===== src/rtl/counting_the_world.sv =====
// counting_the_world: push-button clocked up-counter shown directly on the LED bank.
// The slide switch clears the count synchronously and takes priority over counting.
module counting_the_world #(
  parameter int WIDTH    = 16,
  parameter int STEP     = 1,
  parameter bit SATURATE = 1'b0
) (
  input  logic             pushButton,
  input  logic             slideSwitch,
  output logic [WIDTH-1:0] LEDS
);

  // One extra bit on the adder exposes the carry-out, so overflow is a single bit test.
  localparam logic [WIDTH:0] STEP_EXT = (WIDTH+1)'(STEP);

  // Power-up value is zero so the LEDs are defined before the switch is ever used.
  logic [WIDTH-1:0] count = '0;
  logic [WIDTH:0]   sum;
  logic [WIDTH-1:0] countNext;

  // Next count: truncating add, or clamp to all-ones when saturation is enabled.
  always_comb begin
    sum       = {1'b0, count} + STEP_EXT;
    countNext = sum[WIDTH-1:0];
    if (SATURATE && sum[WIDTH]) countNext = '1;
  end

  // Count register: the slide switch wins over counting on the same edge.
  always_ff @(posedge pushButton) begin
    if (slideSwitch) count <= '0;
    else             count <= countNext;
  end

  assign LEDS = count;

endmodule


===== config.mk =====
export PLATFORM = sky130hd
export DESIGN_NAME = counting_the_world
export DESIGN_NICKNAME = d
export VERILOG_FILES = /design/src/rtl/counting_the_world.sv
export SDC_FILE = /design/constraint.sdc
export NUM_CORES = 1
export LEC_CHECK = 0
export ABC_AREA = 1
export BUFFER_PORTS_ARGS = -buffer_cell sky130_fd_sc_hd__buf_2
export CORE_MARGIN = 2
export CORE_UTILIZATION = 30
export DETAILED_ROUTE_END_ITERATION = 6
export GPL_TIMING_DRIVEN = 0
export PLACE_DENSITY = 0.5
export SYNTH_ARGS = -nofsm -noshare
export SYNTH_HDL_FRONTEND = slang
export SYNTH_SLANG_ARGS = --single-unit

===== constraint.sdc =====
create_clock -name pushButton -period 3.5 [get_ports pushButton]
set_clock_uncertainty 0.15 [all_clocks]
set_input_delay 0.525 -clock pushButton [delete_from_list [all_inputs] [get_ports pushButton]]
set_output_delay 0.525 -clock pushButton [all_outputs]
set_load 0.005 [all_outputs]

Yosys cells after proc, flatten, opt, wreduce, memory -nomap -nowiden
Cells that the tools add are included.
- register bits: 16
- word-level logic and storage cells: 2
- output and inout port bits: 16
- bits of input ports: 2
- add/sub/neg operators: 1
- operators with widths (cell ; count):
    $add 16x1->16 const B ; 1

Logic depth before layout (Yosys ltp)
Gate-level depths: netlist of run 1.
- depth in word-level cells: 1
- depth in mapped cells: 7

Worst setup path after synthesis of run 1
No wires, ideal clock.
- path type: reg-to-reg
- start point: register count[0] (netlist: LEDS[0])
- end point: register count[14] (netlist: LEDS[14])
- data arrival time: 1.082 ns
- cell stages (with the launch flop): 7
- data required time: 3.235 ns
- path buffers: 0
- library setup time: 0.115 ns
- path slack: 2.153 ns
- path through: dfxtp_1 ha_1 nand3_1 nor2_1 nand4_1 nand2_1 nor2_1
- longest elaborated chain between the ends: 1
- RTL lines (what ; line ; text):
    from (decl) ; 17 ; logic [WIDTH-1:0] count = '0;
    from (signal assigned) ; 31 ; else count <= countNext;
    $add 16x1->16 ; 23 ; sum = {1'b0, count} + STEP_EXT;
No other way between the ends.
A chain may end at the register's enable or synchronous reset.

Worst setup path after layout of run 1
- start point: register count[0] (netlist: LEDS[0])
- end point: output port LEDS[0]
- RTL lines (what ; line ; text):
    to (decl) ; 10 ; output logic [WIDTH-1:0] LEDS
No word-level cell between the ends.

==> impl_results.md, run 1 <==
* Status: finished, final reports clean
* Fin nets at 137
* Clock Power Share at 38.1%
* Initial antenna violation count at 0
* Crit path DAT at 0.93 ns
* Final count of pins violating max slew at 0
* RR Startpoint: LEDS[0]
* Pwr Density at 355 nW/um^2
* Post-Syn Area per Cell at 6.82 sq um
* GP Congestion at 0.831
* ANT nets after route at 0
* R2R depth at 6
* Endpoint, Worst Hold: LEDS[1]
* Final setup viols at 0
* Hold Crit Depth at 2
* First-pass GRT wire length at 2830 um
* Leak at 0.423 nW
* Global-route usage over all layers at 13.5%
* Worst setup SP type: flop
* DIE AREA at 2990 sq um
* Main area contributors after synthesis: dfxtp_1 42%, nand2_1 14%, nor2_1 13%
* Top-area cell type share of the netlist area at 41.6%
* NetSw at 74.4 uW
* Final Instance Count excl. Fillers at 163
* Req. time, crit path at 2.82 ns
* Yosys reg bits at 16
* Kind of critical path: reg -> out
* DR iter-0 viols at 10
* RSZ-0062 raised after global routing: no
* Critical Path Max Stage Delay at 0.47 ns
* Mapped Area at 771 sq um
* Tcrit/Tclk final at 45.8%
* Largest register FFs at 16
* Int Power at 254 uW
* Combinational share of power at 4.4%
* Die Height at 54.7 um
* Via density at 4.51
* Slew headroom at 82.2%
* Num ports at 18
* Share of layout cells above drive strength 1 at 22.6%
* Unique cell type count in the Yosys netlist at 22
* Buffers & Inverters on Critical Path at 1
* Switching Share at 22.6%
* Net Count, Synth at 116
* Part of the Yosys area used for sequential elements at 41.6%
* CTS Hold Bufs at 0
* Port Buffers at 16
* Clk buf depth at 2
* Layout area overhead at 20.0%
* Seq pwr share at 57.5%
* Total clock sinks at 16
* H-tree level count at 1
* Largest net degree at the start of global routing at 10
* Reg-to-Reg End: LEDS[14]
* Number of max-cap violations at 0
* CTS tree: yes
* Via count at 735
* Setup tns final at 0 ns
* Period minus WS final at 1.60 ns
* # rows at 18
* Reg-to-reg slack, setup at 1.97 ns
* Post-cts sizing count at 0
* Routed WL at 1640 um
* Worst setup EP type: output pin
* Peak supply drop at 0.193 mV
* Drt wl/cell at 10.0 um
* Detail Placement HPWL at 1270 um
* Initial Util at 31.4%
* Grt ovf at 0
* Slowest CP cell: dfxtp_1
* Diodes inserted at 0
* CTS clk-pin slew, worst paths at 0.10 ns
* Core area at 2450 sq um
* HP Class: in -> reg
* Drt drc at 0
* Yosys warns at 0
* Num CTS Buffers at 3
* Latest clock arrival within the worst-skew pair at 0.29 ns
* Number of global-route vias before repair at 718
* Postcts setup bufs at 0
* Post-synthesis cell count at 113
* Fmax achieved at 624 MHz
* Post-synth top area cell: dfxtp_1
* Critical-path cell list: buf_2
* Measured slew at the worst slew-check pin at 0.265 ns
* HP Start: slideSwitch
* Clk root buf: clkbuf_4
* Chip Width at 54.7 um
* Fill count at 287
* Final hold vios at 0
* Placed cells at 159
* Peak fanout along the critical path at 5
* Initial DRT Pass Iterations at 4
* Largest delay share family, worst path: flip-flops
==> cells in the mapped netlist, drive strengths merged <==
cell type / n
nor2: 29
ha: 1
nand3: 4
o21ai: 2
nor3: 1
clkinv: 1
a21oi: 4
nand4: 2
nand2: 31
o21a: 2
inv: 13
dfxtp: 16
xor2: 1
o21bai: 3
buf: 1
a31oi: 1
a211oi: 1
==> metal layers <==
layer / routed length, um / share of wire [%] / global-route usage, % / vias up
met5: 0 / 0 / 0 / -
met4: 23 / 1.4 / 9.17 / 0
met3: 74 / 4.5 / 2.46 / 4
met2: 761 / 46 / 21.2 / 13
met1: 779 / 48 / 16.4 / 325
li1: - / - / - / 393
==> cell type report <==
class                      instances  area (sq um)  share of cell area [%]
timing repair buffer              16          80.1                    8.66
inverter                          14          55.1                    5.95
multi-input combinational         82           390                    42.2
sequential                        16           320                    34.6
buffer                             1          5.00                   0.541
clock buffer                       4          36.3                    3.92
tap                               30          37.5                    4.06
==> how the worst max path moves through the flow <==
stage          slack [ns]  endpoint  startpoint  cells past startpoint
6_report             1.90   LEDS[0]     LEDS[0]                      1
2_1_floorplan        2.15  LEDS[14]     LEDS[0]                      6
3_3_place_gp         2.04  LEDS[14]     LEDS[0]                      6
4_1_cts              1.89   LEDS[0]     LEDS[0]                      1
5_1_grt              1.83  LEDS[10]     LEDS[0]                      7
3_5_place_dp         2.00  LEDS[14]     LEDS[0]                      6
==> cell families after synthesis <==
group,count (synthesis),share of synthesized area [%]
DFF,16,41.6
adders and majority gates,1,1.62
and+or+nand+nor,67,36.7
xor gates and xnor gates,1,1.14
AOI/OAI and AO/OA,13,11.2
buffers and inverters,15,7.79
==> power groups by stage <==
stage | sequential, mW | combinational, mW | clock [mW]
after floorplan | 0.193 | 0.00970 | 0
after global placement | 0.193 | 0.0146 | 0
after detailed placement | 0.193 | 0.0148 | 0
after CTS | 0.189 | 0.0148 | 0.132
after global routing | 0.190 | 0.0166 | 0.137
final | 0.189 | 0.0144 | 0.125
==> placed cells by master (no fill, tap or decap), types with 2 or more instances in the layout <==
cell,netlist,final
clkbuf_4,0,3
inv_1,11,11
a21oi_1,4,4
o21bai_1,3,3
nand2_1,28,28
o21a_1,2,2
nor2_1,26,26
buf_2,1,17
dfxtp_1,16,16
nor2_2,2,2
nand4_1,2,2
nand2_2,3,3
nand3_1,4,4
o21ai_0,2,2
==> metrics by stage <==
stage,power (mW),utilization (%),hold slack (ns),area (sq um),setup slack (ns)
after floorplan,0.203,-,0.337,771,2.15
after global placement,0.207,36.2,0.346,888,2.04
after detailed placement,0.208,36.2,0.354,888,2.00
after CTS,0.335,37.7,0.351,925,1.89
after global routing,0.344,37.7,0.362,925,1.83
final,0.329,37.7,0.356,925,1.90
No activity file was read; power rests on OpenSTA's default activity.
==> run 2, diff against run 1 <==
clock period = 1.6 ns   (was 3.5 ns; I/O delays follow)
==> run 2 against run 1 <==
Net effect: critical path depth rose by 5; combinational power grew 120%; first-iteration DRC count is the same; sequential power rose by 120%; cell count did not move; sequential share of layout area is 0.088 points higher; non-clock buffer count unchanged; total power is 120% higher; setup slack worse by 1.7 ns; global-route usage unchanged; hold slack worse by 0.29 ns; core utilization is 0.051 points higher; largest cell class unchanged.
==> impl_results.md, run 2 (synthesis gave the netlist of run 1 again) <==
* Core area at 2450 sq um (unchanged)
* Layout area overhead at 20.1%
* Tcrit/Tclk final at 90.0%
* Largest register FFs at 16 (unchanged)
* Reg-to-Reg End: LEDS[14]
* # rows at 18 (unchanged)
* Critical Path Max Stage Delay at 0.41 ns (-0.06 ns)
* Diodes inserted at 0 (unchanged)
* RSZ-0062 raised after global routing: no
* Final Instance Count excl. Fillers at 163 (unchanged)
* Kind of critical path: reg -> reg
* Placed cells at 159 (unchanged)
* Setup tns final at 0 ns (unchanged)
* Slew headroom at 82.2% (unchanged)
* HP Class: in -> reg
* Grt ovf at 0 (unchanged)
* Pwr Density at 777 nW/um^2 (+120%)
* Drt drc at 0 (unchanged)
* DP Worst Slack at 0.0980 ns (-1.90 ns)
* Detail Placement HPWL at 1270 um (unchanged)
* Post-cts sizing count at 0 (unchanged)
* Number of max-cap violations at 0 (unchanged)
* Fin nets at 137 (unchanged)
* CTS clk-pin slew, worst paths at 0.10 ns (about the same)
* Leak at 0.423 nW (about the same)
* Latest clock arrival within the worst-skew pair at 0.29 ns (about the same)
* Period minus WS final at 1.44 ns
* Fmax achieved at 694 MHz
* HP Start: slideSwitch
* Largest net degree at the start of global routing at 10 (unchanged)
* DR iter-0 viols at 10 (unchanged)
* Most frequent CP cell: nor2_1
* Setup crit start: LEDS[0]
* Worst hold margin at 0.0710 ns (-0.285 ns)
* Port Buffers at 16 (unchanged)
* Peak supply drop at 0.420 mV (+120%)
* Final hold vios at 0 (unchanged)
* Chip Width at 54.7 um (unchanged)
* Finished Cell Area at 926 sq um (+0.14%)
* CTS Hold Bufs at 0 (unchanged)
* Clk buf depth at 2 (unchanged)
* Commonest non-fill, non-tap cell in the layout: nand2_1
* Num ports at 18 (unchanged)
* DIE AREA at 2990 sq um (unchanged)
* Worst setup EP type: flop
* Peak fanout along the critical path at 5 (unchanged)
* Final setup viols at 0 (unchanged)
* Global-route usage over all layers at 13.5% (unchanged)
* Initial antenna violation count at 0 (unchanged)
* Initial DRT Pass Iterations at 4 (unchanged)
* Crit path DAT at 1.48 ns (+0.55 ns)
* ANT nets after route at 0 (unchanged)
* H-tree level count at 1 (unchanged)
* Status: finished, final reports clean
* Share of layout cells above drive strength 1 at 23.3% (+0.75 points)
* Endpoint, Worst Hold: LEDS[1]
* Req. time, crit path at 1.64 ns (-1.18 ns)
* Placed cell area at 888 sq um (unchanged)
* Number of global-route vias before repair at 718 (unchanged)
* Worst setup SP type: flop
* First-pass GRT wire length at 2830 um (unchanged)
* Setup ws final at 0.159 ns (-1.74 ns)
* Hold Crit Depth at 2 (unchanged)
* Total clock sinks at 16 (unchanged)
* Via count at 735 (unchanged)
* Postcts setup bufs at 0 (unchanged)
* Slowest CP cell: dfxtp_2
* Drt wl/cell at 10.0 um (unchanged)
* Measured slew at the worst slew-check pin at 0.265 ns (unchanged)
* CTS tree: yes
* Die Height at 54.7 um (unchanged)
* Most frequent cells in the layout: 28 x nand2_1, 26 x nor2_1, 17 x buf_2
* Critical-path cell list: ha_1 -> nand3_1 -> nor2_1 -> nand4_1 -> nand2_1 -> nor2_1
* RR Startpoint: LEDS[0]
* R2R depth at 6 (unchanged)
* Reg-to-reg slack, setup at 0.16 ns (-1.81 ns)
* Final count of pins violating max slew at 0 (unchanged)
* GP Congestion at 0.831 (unchanged)
* Num CTS Buffers at 3 (unchanged)
* Via density at 4.51 (unchanged)
* Clk root buf: clkbuf_4
* Routed WL at 1640 um (unchanged)
* Initial Util at 31.4% (unchanged)
run 2: cell types whose count changed in the layout (fill, tap and decap cells not counted):
| cell | change |
|---|---|
| dfxtp_1 | -1 |
| dfxtp_2 | +1 |
run 2: through the flow:
step / utilization [%] / total power, mW
6_report: 37.7 / 0.719
3_3_place_gp: 36.2 / 0.454
2_1_floorplan: - / 0.443
5_1_grt: 37.7 / 0.752
3_5_place_dp: 36.2 / 0.455
4_1_cts: 37.7 / 0.734
run 2: worst max-delay path: cells and delay by family (launching register included):
kind | cells | cell delay, ns
fa+ha+maj | 1 | 0.21
flops | 1 | 0.41
simple gates | 5 | 0.57
run 2: worst max-delay path by stage:
stage	to	slack, ns	cells after the start
CTS	LEDS[14]	0.07	6
global placement	LEDS[14]	0.14	6
detailed placement	LEDS[14]	0.1	6
finish	LEDS[14]	0.16	6
floorplan	LEDS[14]	0.25	6
global route	LEDS[10]	0.02	7
run 2: per-layer routing:
metal,track usage [%],wire [um],up-vias
met5,0,0,-
met4,9.17,23,0
met3,2.46,74,4
met2,21.2,761,13
met1,16.4,779,325
li1,-,-,393
run 2: power by group:
group | internal (mW) | total (mW) | switching, mW | leakage (nW)
combinational | 0.0130 | 0.0316 | 0.0186 | 0.272
clock | 0.139 | 0.274 | 0.135 | 0.0210
sequential | 0.405 | 0.414 | 0.00901 | 0.130
total | 0.556 | 0.719 | 0.163 | 0.423
run 2: cell type report:
cell class / instances / area (sq um)
tap: 30 / 37.5
sequential: 16 / 322
multi-input combinational: 82 / 390
fill: 287 / 1530
timing repair buffer: 16 / 80.1
inverter: 14 / 55.1
buffer: 1 / 5.00
clock buffer: 4 / 36.3
